**config.mk**
```make
export PLATFORM = sky130hd
export DESIGN_NAME = csa_multiword_add_seq
export DESIGN_NICKNAME = d
export VERILOG_FILES = /design/src/rtl/csa_multiword_add_seq_pkg.sv /design/src/rtl/carry_select_8b_adder.sv /design/src/rtl/csa_multiword_add_seq.sv
export SDC_FILE = /design/constraint.sdc
export NUM_CORES = 1
export LEC_CHECK = 0
export CORE_ASPECT_RATIO = 1.1
export CORE_MARGIN = 2
export CORE_UTILIZATION = 45
export DETAILED_ROUTE_END_ITERATION = 8
export HOLD_SLACK_MARGIN = 0.12
export PLACE_DENSITY = 0.82
export SYNTH_ARGS = -nofsm -noshare
export SYNTH_HDL_FRONTEND = slang
export SYNTH_SLANG_ARGS = --single-unit
```
**constraint.sdc**
```tcl
create_clock -name clk -period 6.8 [get_ports clk]
set_input_delay 1.36 -clock clk [delete_from_list [all_inputs] [get_ports clk]]
set_output_delay 1.36 -clock clk [all_outputs]
set_load 0.02 [all_outputs]
```
**src/rtl/csa_multiword_add_seq_pkg.sv**
```systemverilog
// Shared definitions for the multi-word add/subtract sequencer.
package csa_multiword_add_seq_pkg;

  localparam int unsigned WORD_W = 8;

  localparam logic [1:0] ST_IDLE = 2'd0;
  localparam logic [1:0] ST_RUN  = 2'd1;
  localparam logic [1:0] ST_DONE = 2'd2;

  typedef enum logic [1:0] {
    StIdle = ST_IDLE,
    StRun  = ST_RUN,
    StDone = ST_DONE
  } state_e;

endpackage

```
**src/rtl/carry_select_8b_adder.sv**
```systemverilog
// Combinational 8-bit carry-select adder: ripple low nibble, pre-computed high nibble pair.
module carry_select_8b_adder
  import csa_multiword_add_seq_pkg::*;
(
  input  logic [WORD_W-1:0] a_i,
  input  logic [WORD_W-1:0] b_i,
  input  logic              cin_i,
  output logic [WORD_W-1:0] s_o,
  output logic              cout_o
);

  logic [4:0] lo;
  logic [4:0] hi0;
  logic [4:0] hi1;

  always_comb begin
    lo  = {1'b0, a_i[3:0]} + {1'b0, b_i[3:0]} + {4'b0, cin_i};
    hi0 = {1'b0, a_i[7:4]} + {1'b0, b_i[7:4]};
    hi1 = {1'b0, a_i[7:4]} + {1'b0, b_i[7:4]} + 5'd1;
    // Low-nibble carry picks which speculative high half is real
    if (lo[4]) begin
      s_o    = {hi1[3:0], lo[3:0]};
      cout_o = hi1[4];
    end else begin
      s_o    = {hi0[3:0], lo[3:0]};
      cout_o = hi0[4];
    end
  end

endmodule

```
**src/rtl/csa_multiword_add_seq.sv**
```systemverilog
// Byte-serial multi-precision add/subtract around one shared 8-bit carry-select adder.
module csa_multiword_add_seq
  import csa_multiword_add_seq_pkg::*;
#(
  parameter int unsigned NWORDS = 4
) (
  input  logic                   clk,
  input  logic                   rst_n,
  input  logic                   in_valid,
  output logic                   in_ready,
  input  logic                   op_sub,
  input  logic [8*NWORDS-1:0]    a_in,
  input  logic [8*NWORDS-1:0]    b_in,
  input  logic                   cin_in,
  output logic                   out_valid,
  input  logic                   out_ready,
  output logic [8*NWORDS-1:0]    sum_out,
  output logic                   cout_out,
  output logic                   ovf_out,
  output logic                   busy
);

  localparam int unsigned W    = WORD_W * NWORDS;
  localparam int unsigned CntW = (NWORDS > 1) ? $clog2(NWORDS) : 1;
  localparam logic [CntW-1:0] CntLast = CntW'(NWORDS - 1);

  state_e          state_q, state_d;
  logic [W-1:0]    a_q, a_d;
  logic [W-1:0]    b_q, b_d;
  logic [W-1:0]    sum_q, sum_d;
  logic [CntW-1:0] cnt_q, cnt_d;
  logic            carry_q, carry_d;
  logic            cout_q, cout_d;
  logic            ovf_q, ovf_d;

  int unsigned       byte_idx;
  logic [WORD_W-1:0] add_s;
  logic              add_cout;

  assign byte_idx = 32'(cnt_q) << 3;

  carry_select_8b_adder u_adder (
    .a_i    (a_q[byte_idx +: WORD_W]),
    .b_i    (b_q[byte_idx +: WORD_W]),
    .cin_i  (carry_q),
    .s_o    (add_s),
    .cout_o (add_cout)
  );

  always_comb begin
    state_d = state_q;
    a_d     = a_q;
    b_d     = b_q;
    sum_d   = sum_q;
    cnt_d   = cnt_q;
    carry_d = carry_q;
    cout_d  = cout_q;
    ovf_d   = ovf_q;
    unique case (state_q)
      StIdle: begin
        if (in_valid) begin
          a_d     = a_in;
          // Subtraction as a + ~b + ~borrow
          b_d     = op_sub ? ~b_in : b_in;
          carry_d = op_sub ^ cin_in;
          cnt_d   = '0;
          state_d = StRun;
        end
      end
      StRun: begin
        sum_d[byte_idx +: WORD_W] = add_s;
        carry_d = add_cout;
        if (cnt_q == CntLast) begin
          cout_d  = add_cout;
          ovf_d   = (a_q[W-1] == b_q[W-1]) & (add_s[7] != a_q[W-1]);
          state_d = StDone;
        end else begin
          cnt_d = cnt_q + 1'b1;
        end
      end
      StDone: begin
        if (out_ready) state_d = StIdle;
      end
      default: state_d = StIdle;
    endcase
  end

  always_ff @(posedge clk or negedge rst_n) begin
    if (!rst_n) begin
      state_q <= StIdle;
      a_q     <= '0;
      b_q     <= '0;
      sum_q   <= '0;
      cnt_q   <= '0;
      carry_q <= 1'b0;
      cout_q  <= 1'b0;
      ovf_q   <= 1'b0;
    end else begin
      state_q <= state_d;
      a_q     <= a_d;
      b_q     <= b_d;
      sum_q   <= sum_d;
      cnt_q   <= cnt_d;
      carry_q <= carry_d;
      cout_q  <= cout_d;
      ovf_q   <= ovf_d;
    end
  end

  assign in_ready  = (state_q == StIdle);
  assign out_valid = (state_q == StDone);
  assign busy      = (state_q != StIdle);
  assign sum_out   = sum_q;
  assign cout_out  = cout_q;
  assign ovf_out   = ovf_q;

endmodule
```
==> run metrics, run 1 <==
outcome=completed; Max Buffers Root-to-Sink=2; nets=586; worst setup timing slack at the placement stage=3.37 ns; number of cell rows=40; relative max-transition margin=0.384; detailed placement HPWL=8.04 mm; proportion of synthesized flip-flops having asynchronous set or reset=1.00; worst min path class=reg -> reg; final global-route overflow total=0; VDD IR max=0.259 mV; kind of start point of the critical path=register; most used flip-flop cell after synthesis=dfrtp_1; area taken by flip-flops and latches=2580 um^2; design area=6430 um^2; boundary pin count=107; area of the multi-input gates=2250 um^2; number of setup buffers added after CTS=0; detailed-route wire length=10.6 mm; count of placed standard cells including taps=635; routed via count divided by cell count=5.20; post-detailed-placement cell area=6150 um^2; vias in the first global route=3,517; count of state elements after synthesis=103; share of the yosys chip area belonging to registers=0.515; mean area per synthesized cell=12.4 um^2; final setup TNS=0 ns; Crit. End Element=register; number of vias after detailed routing=3,387; final weighted congestion in routability-driven placement=0.833; signed area change from the synthesized netlist to the final layout=28.6%; worst clock skew on the final layout=0.00751 ns; share of the clock period used by the worst path=0.499; wire length of the first global-routing pass=17.6 mm; Routed wire per std cell=16.3 um; setup slack of the critical path after layout=3.41 ns; total of fill cells in the finished design=877; total clock buffers created by CTS=9; overall die area=12,000 um^2; drt pass-1 iters=4; number of diodes added for antenna fixing=0; DRC violation total after the first TritonRoute iteration=146; areal power density over the cells=537 nW/um^2; drt drc=0; count of buffers from port buffering=106; All-Layer GR Usage=0.190; H-tree Lvls=3; Yosys Warn Count=0; Clock Sink Count=103; number of pins exceeding their max-slew limit in the final report=0; Hold Vio Cnt, Final=0; initial antenna violation count=0; instance count of the mapped netlist=402; Crit path required time=7.03 ns; maximum net fanout on the critical path=12; CTS clk-pin slew, worst paths=0.07 ns; maximum number of pins on one net before global-route repair=66; number of nets with antenna violations after detailed routing=0; final setup vio count=0; EDFF count, synth=0; power after layout=3.45 mW; core box area=10,900 um^2; final non-filler cell total=651; syn_nets=489; Worst Tran Pin Value=0.920 ns; hold-fix buffer count after cts=0; cell area after synthesis=5000 um^2; share of final-layout standard cells stronger than drive strength 1=0.109; Clk Latency, worst-skew pair=0.35 ns; number of violations of the max-capacitance limit=0; CTS tree=done; count of distinct cell types in the synthesized netlist=40; cells resized by post-CTS repair=0; leakage power=2.74 nW; clock root cell=clkbuf_16; vertical extent of the die=115 um; die boundary width=105 um; Worst Path Arrival=3.62 ns; Starting Density=0.461; maximum clock rate=0.295 GHz; minimum period implied by the final worst setup slack=3.39 ns; unrepaired setup endpoints after global routing=no; category of the critical setup timing path=reg -> reg
[critical path, stage by stage, from the launching register on]
cell and delay, ns:
dfrtp_1 0.75, buf_4 0.37, mux4_2 0.53, ha_1 0.23, inv_1 0.07, fa_1 0.42, inv_1 0.10, ha_1 0.17
nand2_1 0.06, nor4b_2 0.28, xor2_1 0.21, o21ai_1 0.08
[sequential cells by signal (all words and copies together) (netlist names)]
signal,flops
a_q,32
b_q,32
carry_q,1
cnt_q,2
cout_out,1
ovf_out,1
state_q,2
sum_out,32
[cells in the final DEF (no fill, tap or decap), types with 2 or more instances in the layout]
cell type        netlist  final
ha_1                  14     14
mux4_2                16     16
nand2b_1               2      2
buf_4                  4      4
fa_1                   3      3
nor2_1                 7      7
and4_1                 2      2
xor2_1                 2      2
a21oi_1                3      3
mux2_1                28     28
clkinvlp_4             0      3
o21ai_0               36     36
nand2_1               51     50
dfrtp_1              103    103
clkdlybuf4s50_1        0    104
mux2_2                 5      5
clkbuf_16              0      9
a22o_1                28     28
xnor2_1               37     37
o21ai_1                5      5
inv_1                 17     17
[metal layers]
| metal | vias to the layer above | routed length, um | global-route usage |
|---|---|---|---|
| met5 | - | 0 | 0 |
| met4 | 0 | 161 | 0.0604 |
| met3 | 14 | 577 | 0.0495 |
| met2 | 105 | 5460 | 0.336 |
| met1 | 1672 | 4430 | 0.227 |
| li1 | 1596 | - | - |
[cells by family (layout without fill, tap and decap cells)]
logic type,Yosys count,in the layout,share of synthesized area
compound gates,79,79,0.106
xor+xnor,40,40,0.0738
fa+ha+maj,17,17,0.0470
simple gates,72,72,0.0720
mux,50,50,0.149
flops,103,103,0.515
buf+inv,41,143,0.0365
[path summary, 6_finish.rpt]
path                            slack [ns]     endpoint  startpoint  cells past startpoint
worst min-delay path                  0.48       b_q[3]      b_q[3]                      2
min in group asynchronous             1.04  sum_out[16]       rst_n                      1
worst min register to register        0.48       b_q[3]      b_q[3]                      2
worst max-delay path                  3.41     cout_out    cnt_q[0]                     11
worst max register to register        3.41     cout_out    cnt_q[0]                     11
max in group asynchronous             4.69      a_q[12]       rst_n                      2
[through the flow]
stage          utilization  hold slack (ns)
4_1_cts              0.592            0.485
2_1_floorplan            -            0.445
3_5_place_dp         0.566            0.469
3_3_place_gp         0.566            0.457
5_1_grt              0.592            0.503
6_report             0.592            0.484
[Yosys cell counts (all sizes together), types with 8 or more instances]
cell | instances | area (um^2)
mux2 | 34 | 387
inv | 18 | 67.6
buf | 15 | 85.1
nand2 | 51 | 191
ha | 14 | 175
mux4 | 16 | 360
clkbuf | 8 | 30.0
xnor2 | 38 | 352
o21ai | 41 | 205
a22o | 28 | 245
dfrtp | 103 | 2580
nor2 | 8 | 37.5
[report_power, final]
part,total [mW],switching [mW],internal (mW)
Combinational,1.89,1.00,0.886
Clock,0.480,0.228,0.252
Sequential,1.08,0.196,0.886
[area by class of cell]
type	instances	area share
Clock buffer	9	0.0350
Clock inverter	7	0.00875
Inverter	18	0.0105
Multi-Input combinational cell	258	0.349
Sequential cell	103	0.401
Tap cell	147	0.0286
Timing Repair Buffer	109	0.167
Power figures use the tool's default switching activity.
==> run 2, diff against run 1 <==
--- a/config.mk
+++ b/config.mk
@@ -10,7 +10,7 @@
 export CORE_UTILIZATION = 45
 export DETAILED_ROUTE_END_ITERATION = 8
 export HOLD_SLACK_MARGIN = 0.12
-export PLACE_DENSITY = 0.82
+export PLACE_DENSITY = 0.85
 export SYNTH_ARGS = -nofsm -noshare
 export SYNTH_HDL_FRONTEND = slang
 export SYNTH_SLANG_ARGS = --single-unit
==> constraint.sdc (replaced) <==
create_clock -name clk -period 2.75 [get_ports clk]
set_input_delay 0.55 -clock clk [delete_from_list [all_inputs] [get_ports clk]]
set_output_delay 0.55 -clock clk [all_outputs]
set_load 0.02 [all_outputs]
==> run metrics, run 2 (synthesis gave the netlist of run 1 again) <==
VDD IR max=0.682 mV (+160%); met3 routing resource usage after global routing=0.0415 (-0.00797); Clock Sink Count=103 (unchanged); kind of start point of the critical path=register; vertical extent of the die=115 um (unchanged); maximum clock rate=0.356 GHz (+21%); Hold Vio Cnt, Final=0 (unchanged); design area=6660 um^2 (+3.6%); Starting Density=0.461 (unchanged); final weighted congestion in routability-driven placement=0.853 (+2.4%); total clock buffers created by CTS=9 (unchanged); final setup TNS=-0.0940 ns (-0.0940 ns); met1 demand-to-capacity share in global routing=0.234 (+0.00784); Crit path required time=2.97 ns (-4.06 ns); overall die area=12,000 um^2 (unchanged); number of violations of the max-capacitance limit=0 (unchanged); boundary pin count=107 (unchanged); detailed-route wire length=11.7 mm (+9.7%); die boundary width=105 um (unchanged); timing startpoint of the critical path=cnt_q[0]; relative max-transition margin=0.583 (+0.199); Routed wire per std cell=17.6 um (+7.9%); vias in the first global route=3,741 (+6.4%); Max Buffers Root-to-Sink=2 (unchanged); most common cell after layout, fill and taps aside=clkdlybuf4s50_1; Crit. End Element=register; CTS clk-pin slew, worst paths=0.07 ns (about the same); CTS tree=done; wire length of the first global-routing pass=18.7 mm (+6.2%); maximum net fanout on the critical path=9 (-3); maximum number of pins on one net before global-route repair=70 (+6.1%); Worst Tran Pin Value=0.624 ns (-0.296 ns); routed via count divided by cell count=5.30 (+1.8%); minimum period implied by the final worst setup slack=2.81 ns (-0.583 ns); global routing's busiest layer=met2; DRC violation total after the first TritonRoute iteration=212 (+45%); final global-route overflow total=0 (unchanged); number of cell rows=40 (unchanged); leakage power=2.84 nW (+3.6%); drt drc=0 (unchanged); areal power density over the cells=1450 nW/um^2 (+170%); All-Layer GR Usage=0.201 (+0.0117); hold-fix buffer count after cts=0 (unchanged); number of vias after detailed routing=3,507 (+3.5%); signed area change from the synthesized netlist to the final layout=33.2%; number of nets with antenna violations after detailed routing=0 (unchanged); share of final-layout standard cells stronger than drive strength 1=0.144 (+0.0346); outcome=finished with violations; reg2reg start=cnt_q[0]; worst path cell trace=buf_12 -> mux4_2 -> ha_4 -> inv_2 -> fa_1 -> inv_2 -> ha_4 -> nand2_2 -> nor4b_4 -> xor2_1 -> o21ai_1; slowest stage cell on the critical path=mux4_2; nets=598 (+2.0%); failing checks=setup timing; Worst Path Arrival=3.03 ns (-0.59 ns); worst clock skew on the final layout=0.0119 ns (+0.00443 ns); initial antenna violation count=0 (unchanged); number of pins exceeding their max-slew limit in the final report=0 (unchanged); Clk Latency, worst-skew pair=0.35 ns (about the same); number of diodes added for antenna fixing=0 (unchanged); final setup vio count=2 (+2); drt pass-1 iters=4 (unchanged); post-detailed-placement cell area=6290 um^2 (+2.3%); worst min path class=in -> async; global-route track usage on met2=0.360 (+0.0244); setup slack of the critical path after layout=-0.0600 ns (-3.47 ns); slowest cell delay on critical path=0.53 ns (-0.22 ns); category of the critical setup timing path=reg -> reg; core box area=10,900 um^2 (unchanged); share of the clock period used by the worst path=1.02 (+0.523); total of fill cells in the finished design=821 (-6.4%); worst setup timing slack at the placement stage=-0.00322 ns (-3.37 ns); count of buffers from port buffering=106 (unchanged); detailed placement HPWL=8.63 mm (+7.4%); clock root cell=clkbuf_16; commonest cells after routing, fill and taps aside=104 x clkdlybuf4s50_1, 103 x dfrtp_1, 50 x nand2_1; H-tree Lvls=3 (unchanged); unrepaired setup endpoints after global routing=yes
-- run 2: power by group --
| group | internal [mW] | switching, mW |
|---|---|---|
| clock network | 0.707 | 0.552 |
| registers | 2.19 | 0.416 |
| logic | 2.72 | 3.05 |
-- run 2: area by class of cell --
class,instances,area (um^2),area share
Sequential cell,103,2580,0.387
Multi-Input combinational cell,258,2310,0.346
Timing Repair Buffer,121,1230,0.185
Clock buffer,9,225,0.0338
Tap cell,147,184,0.0276
Clock inverter,6,68.8,0.0103
Inverter,18,67.6,0.0101
-- run 2: worst max-delay path, delay by kind of cell, from the launching register on --
kind                     cells  cell delay (ns)
adder cells (fa/ha/maj)      3             0.77
multiplexers                 1             0.53
flip-flops                   1             0.39
AND/OR/NAND/NOR              2             0.32
buffers and inverters        3             0.30
XOR/XNOR                     1             0.26
AO/OA/AOI/OAI                1             0.11
-- run 2: worst paths after layout --
check,slack (ns),endpoint,cells after the start
max,-0.06,carry_q,11
min,0.15,sum_out[22],1
max reg2reg,-0.06,carry_q,11
min reg2reg,0.48,b_q[16],2
max in group asynchronous,1.89,a_q[16],2
min in group clk,0.48,b_q[16],2
-- run 2: routing by layer --
metal	vias up	part of all wire
met1	1724	0.40
li1	1626	-
met3	30	0.049
met4	0	0.038
met2	127	0.52
met5	-	0
-- run 2: stage by stage --
step	cells	hold WS (ns)	total power [mW]	util
2_1_floorplan	402	0.254	6.36	-
3_3_place_gp	641	0.460	7.63	0.579
3_5_place_dp	641	0.470	7.99	0.579
6_report	662	0.154	9.63	0.614
4_1_cts	661	0.166	9.40	0.611
5_1_grt	662	0.186	10.2	0.614
-- run 2: what timing repair did --
item                                    4_1_cts  5_1_grt
gates resized for setup                       0        4
setup buffers                                 5        1
endpoints found under the hold margin         0        0
pin swaps                                     3        3
endpoints found under the setup margin        5       19
==> run 3, diff against run 2 <==
--- a/config.mk
+++ b/config.mk
@@ -5,12 +5,13 @@
 export SDC_FILE = /design/constraint.sdc
 export NUM_CORES = 1
 export LEC_CHECK = 0
-export CORE_ASPECT_RATIO = 1.1
+export CORE_ASPECT_RATIO = 0.5
 export CORE_MARGIN = 2
 export CORE_UTILIZATION = 45
 export DETAILED_ROUTE_END_ITERATION = 8
 export HOLD_SLACK_MARGIN = 0.12
-export PLACE_DENSITY = 0.85
+export PLACE_DENSITY = 0.75
 export SYNTH_ARGS = -nofsm -noshare
 export SYNTH_HDL_FRONTEND = slang
+export SYNTH_HIERARCHICAL = 1
 export SYNTH_SLANG_ARGS = --single-unit
==> run metrics, run 3 <==
VDD IR max=1.09 mV (+60%); count of state elements after synthesis=103 (unchanged); All-Layer GR Usage=0.206 (+0.00452); vias in the first global route=3,739 (-0.053%); number of pins exceeding their max-slew limit in the final report=0 (unchanged); top post-synthesis cells by area=dfrtp_1 52%, mux2_2 7.7%, mux4_2 7.2%, xnor2_1 6.5%, a22o_1 5.6%; nets=603 (+0.84%); most used flip-flop cell after synthesis=dfrtp_1; wire length of the first global-routing pass=19.3 mm (+3.3%); total clock buffers created by CTS=9 (unchanged); EDFF count, synth=0 (unchanged); cell area after synthesis=4970 um^2 (-0.58%); count of distinct cell types in the synthesized netlist=39 (-2.5%); share of the yosys chip area belonging to registers=0.518 (+0.00298); drt drc=0 (unchanged); detailed placement HPWL=8.51 mm (-1.4%); post-synth top area share=0.518 (+0.00298); Hold Vio Cnt, Final=0 (unchanged); minimum period implied by the final worst setup slack=3.04 ns (+0.226 ns); routed via count divided by cell count=5.21 (-1.6%); setup slack of the critical path after layout=-0.286 ns (-0.226 ns); global-route track usage on met2=0.352 (-0.00788); Crit path required time=3.00 ns (+0.03 ns); met1 demand-to-capacity share in global routing=0.272 (+0.0371); maximum clock rate=0.329 GHz (-7.4%); Routed wire per std cell=17.8 um (+0.88%); global routing's busiest layer=met2; setup slack on the worst flop-to-flop path=-0.29 ns (-0.23 ns); number of cells on the critical path=11 (unchanged); areal power density over the cells=1590 nW/um^2 (+9.9%); Clock Sink Count=103 (unchanged); number of cell rows=27 (-33%); final global-route overflow total=0 (unchanged); number of violations of the max-capacitance limit=0 (unchanged); die boundary width=153 um (+46%); length in cells of the worst reg-to-reg path=11 (unchanged); share of the clock period used by the worst path=1.10 (+0.0821); hold-fix buffer count after cts=0 (unchanged); Clk Latency, worst-skew pair=0.34 ns (about the same); final setup vio count=19 (+17); slowest stage cell on the critical path=dfrtp_2; mean area per synthesized cell=12.8 um^2 (+3.0%); worst reg2reg path endpoint=carry_q; capture point of the critical path=carry_q; reg2reg start=cnt_q[0]; worst path cell trace=clkbuf_16 -> mux4_2 -> inv_2 -> fa_2 -> fa_2 -> nor2b_4 -> o21ai_4 -> a2111oi_4 -> xnor2_1 -> nor2_1 -> a211oi_2; DRC violation total after the first TritonRoute iteration=237 (+12%); overall die area=12,000 um^2 (-0.14%); maximum number of pins on one net before global-route repair=100 (+43%); syn_nets=474 (-3.1%); met3 routing resource usage after global routing=0.0475 (+0.00594); failing checks=setup timing; library cell occupying the most area in the post-synthesis netlist=dfrtp_1; kind of start point of the critical path=register; number of vias after detailed routing=3,477 (-0.86%); instance count of the mapped netlist=388 (-3.5%); category of the critical setup timing path=reg -> reg; most used standard cells in the synthesized netlist=103 x dfrtp_1, 38 x a21oi_1, 38 x nor2_1; detailed-route wire length=11.9 mm (+1.6%); Worst Tran Pin Value=0.673 ns (+0.0495 ns); initial antenna violation count=0 (unchanged); count of buffers from port buffering=106 (unchanged); total of fill cells in the finished design=832 (+1.3%); most common cell after layout, fill and taps aside=clkdlybuf4s50_1; drt pass-1 iters=4 (unchanged); Critical path buffers and inverters=2 (-1); worst min path class=in -> async; slowest cell delay on critical path=0.45 ns (-0.08 ns); CTS tree=done; cell type group with the largest total delay on the critical path=adder cells; H-tree Lvls=3 (unchanged); final weighted congestion in routability-driven placement=0.798 (-6.5%); Crit. End Element=register; commonest cells after routing, fill and taps aside=104 x clkdlybuf4s50_1, 102 x dfrtp_1, 38 x nor2_1; unrepaired setup endpoints after global routing=yes; boundary pin count=107 (unchanged); Yosys Warn Count=6 (+6); core occupancy in the finished layout=0.632 (+0.0188); core box area=10,900 um^2 (+0.16%); relative max-transition margin=0.551 (-0.0321); leakage power=2.86 nW (+0.92%); Worst Path Arrival=3.29 ns (+0.26 ns); outcome=finished with violations; signed area change from the synthesized netlist to the final layout=38.3%; most frequent cell on the critical path=fa_2; share of final-layout standard cells stronger than drive strength 1=0.257 (+0.113); most common cell in the synthesized netlist=dfrtp_1; number of nets with antenna violations after detailed routing=0 (unchanged); number of diodes added for antenna fixing=0 (unchanged); maximum net fanout on the critical path=4 (-5); final setup TNS=-2.57 ns (-2.48 ns); CTS clk-pin slew, worst paths=0.07 ns (about the same); vertical extent of the die=78.3 um (-32%); worst clock skew on the final layout=0.00347 ns (-0.00847 ns); proportion of synthesized flip-flops having asynchronous set or reset=1.00 (unchanged); clock root cell=clkbuf_16; timing startpoint of the critical path=cnt_q[0]; Starting Density=0.457 (-0.00339); Max Buffers Root-to-Sink=2 (unchanged)
-- run 3: logic make-up (layout without fill, tap and decap cells) --
group	Yosys count	in the layout	synth area share
flops	103	103	0.518
compound gates	78	78	0.106
simple gates	65	65	0.0765
mux	51	51	0.152
xor+xnor	40	40	0.0719
buf+inv	35	169	0.0309
fa+ha+maj	16	16	0.0448
-- run 3: layout make-up --
| class | instances | area, um^2 | share of cell area |
|---|---|---|---|
| sequential | 103 | 2580 | 0.375 |
| multi-input combinational | 250 | 2380 | 0.347 |
| clock inverter | 6 | 83.8 | 0.0122 |
| tap | 145 | 181 | 0.0264 |
| timing repair buffer | 138 | 1350 | 0.197 |
| inverter | 15 | 58.8 | 0.00855 |
| clock buffer | 10 | 239 | 0.0347 |
-- run 3: worst min-delay path by stage --
stage	startpoint	to	cells after the start
2_1_floorplan	rst_n	a_q[0]	0
3_3_place_gp	a_q[18]	a_q[18]	1
3_5_place_dp	sum_out[9]	sum_out[9]	1
4_1_cts	rst_n	b_q[4]	1
5_1_grt	rst_n	a_q[12]	1
6_report	rst_n	a_q[27]	1
-- run 3: metrics by stage --
step                      setup WS, ns  instance area [um^2]  hold WS [ns]  power [mW]  instances
after global placement          -0.129                  6330         0.487        8.20        640
after global routing            -0.352                  6880         0.259        11.6        667
final                           -0.286                  6880         0.214        10.9        667
after CTS                       -0.208                  6780         0.244        10.3        662
after floorplan                 -0.129                  5000         0.254        6.30        388
after detailed placement        -0.274                  6330         0.491        8.45        640
-- run 3: power by group --
group	switching, mW	internal, mW	total, mW
combinational	3.44	3.44	6.88
sequential	0.466	2.20	2.67
clock	0.555	0.819	1.37
-- run 3: what timing repair did --
item,4_1_cts,5_1_grt
setup buffers,5,5
gates resized for setup,14,16
gates cloned,1,0
setup endpoints to repair,19,20
pin swaps,3,11
-- run 3: per-layer routing --
layer,share of wire,routed length [um]
met5,0,0
met1,0.46,5420
met2,0.49,5860
met4,0.0053,63
met3,0.043,513
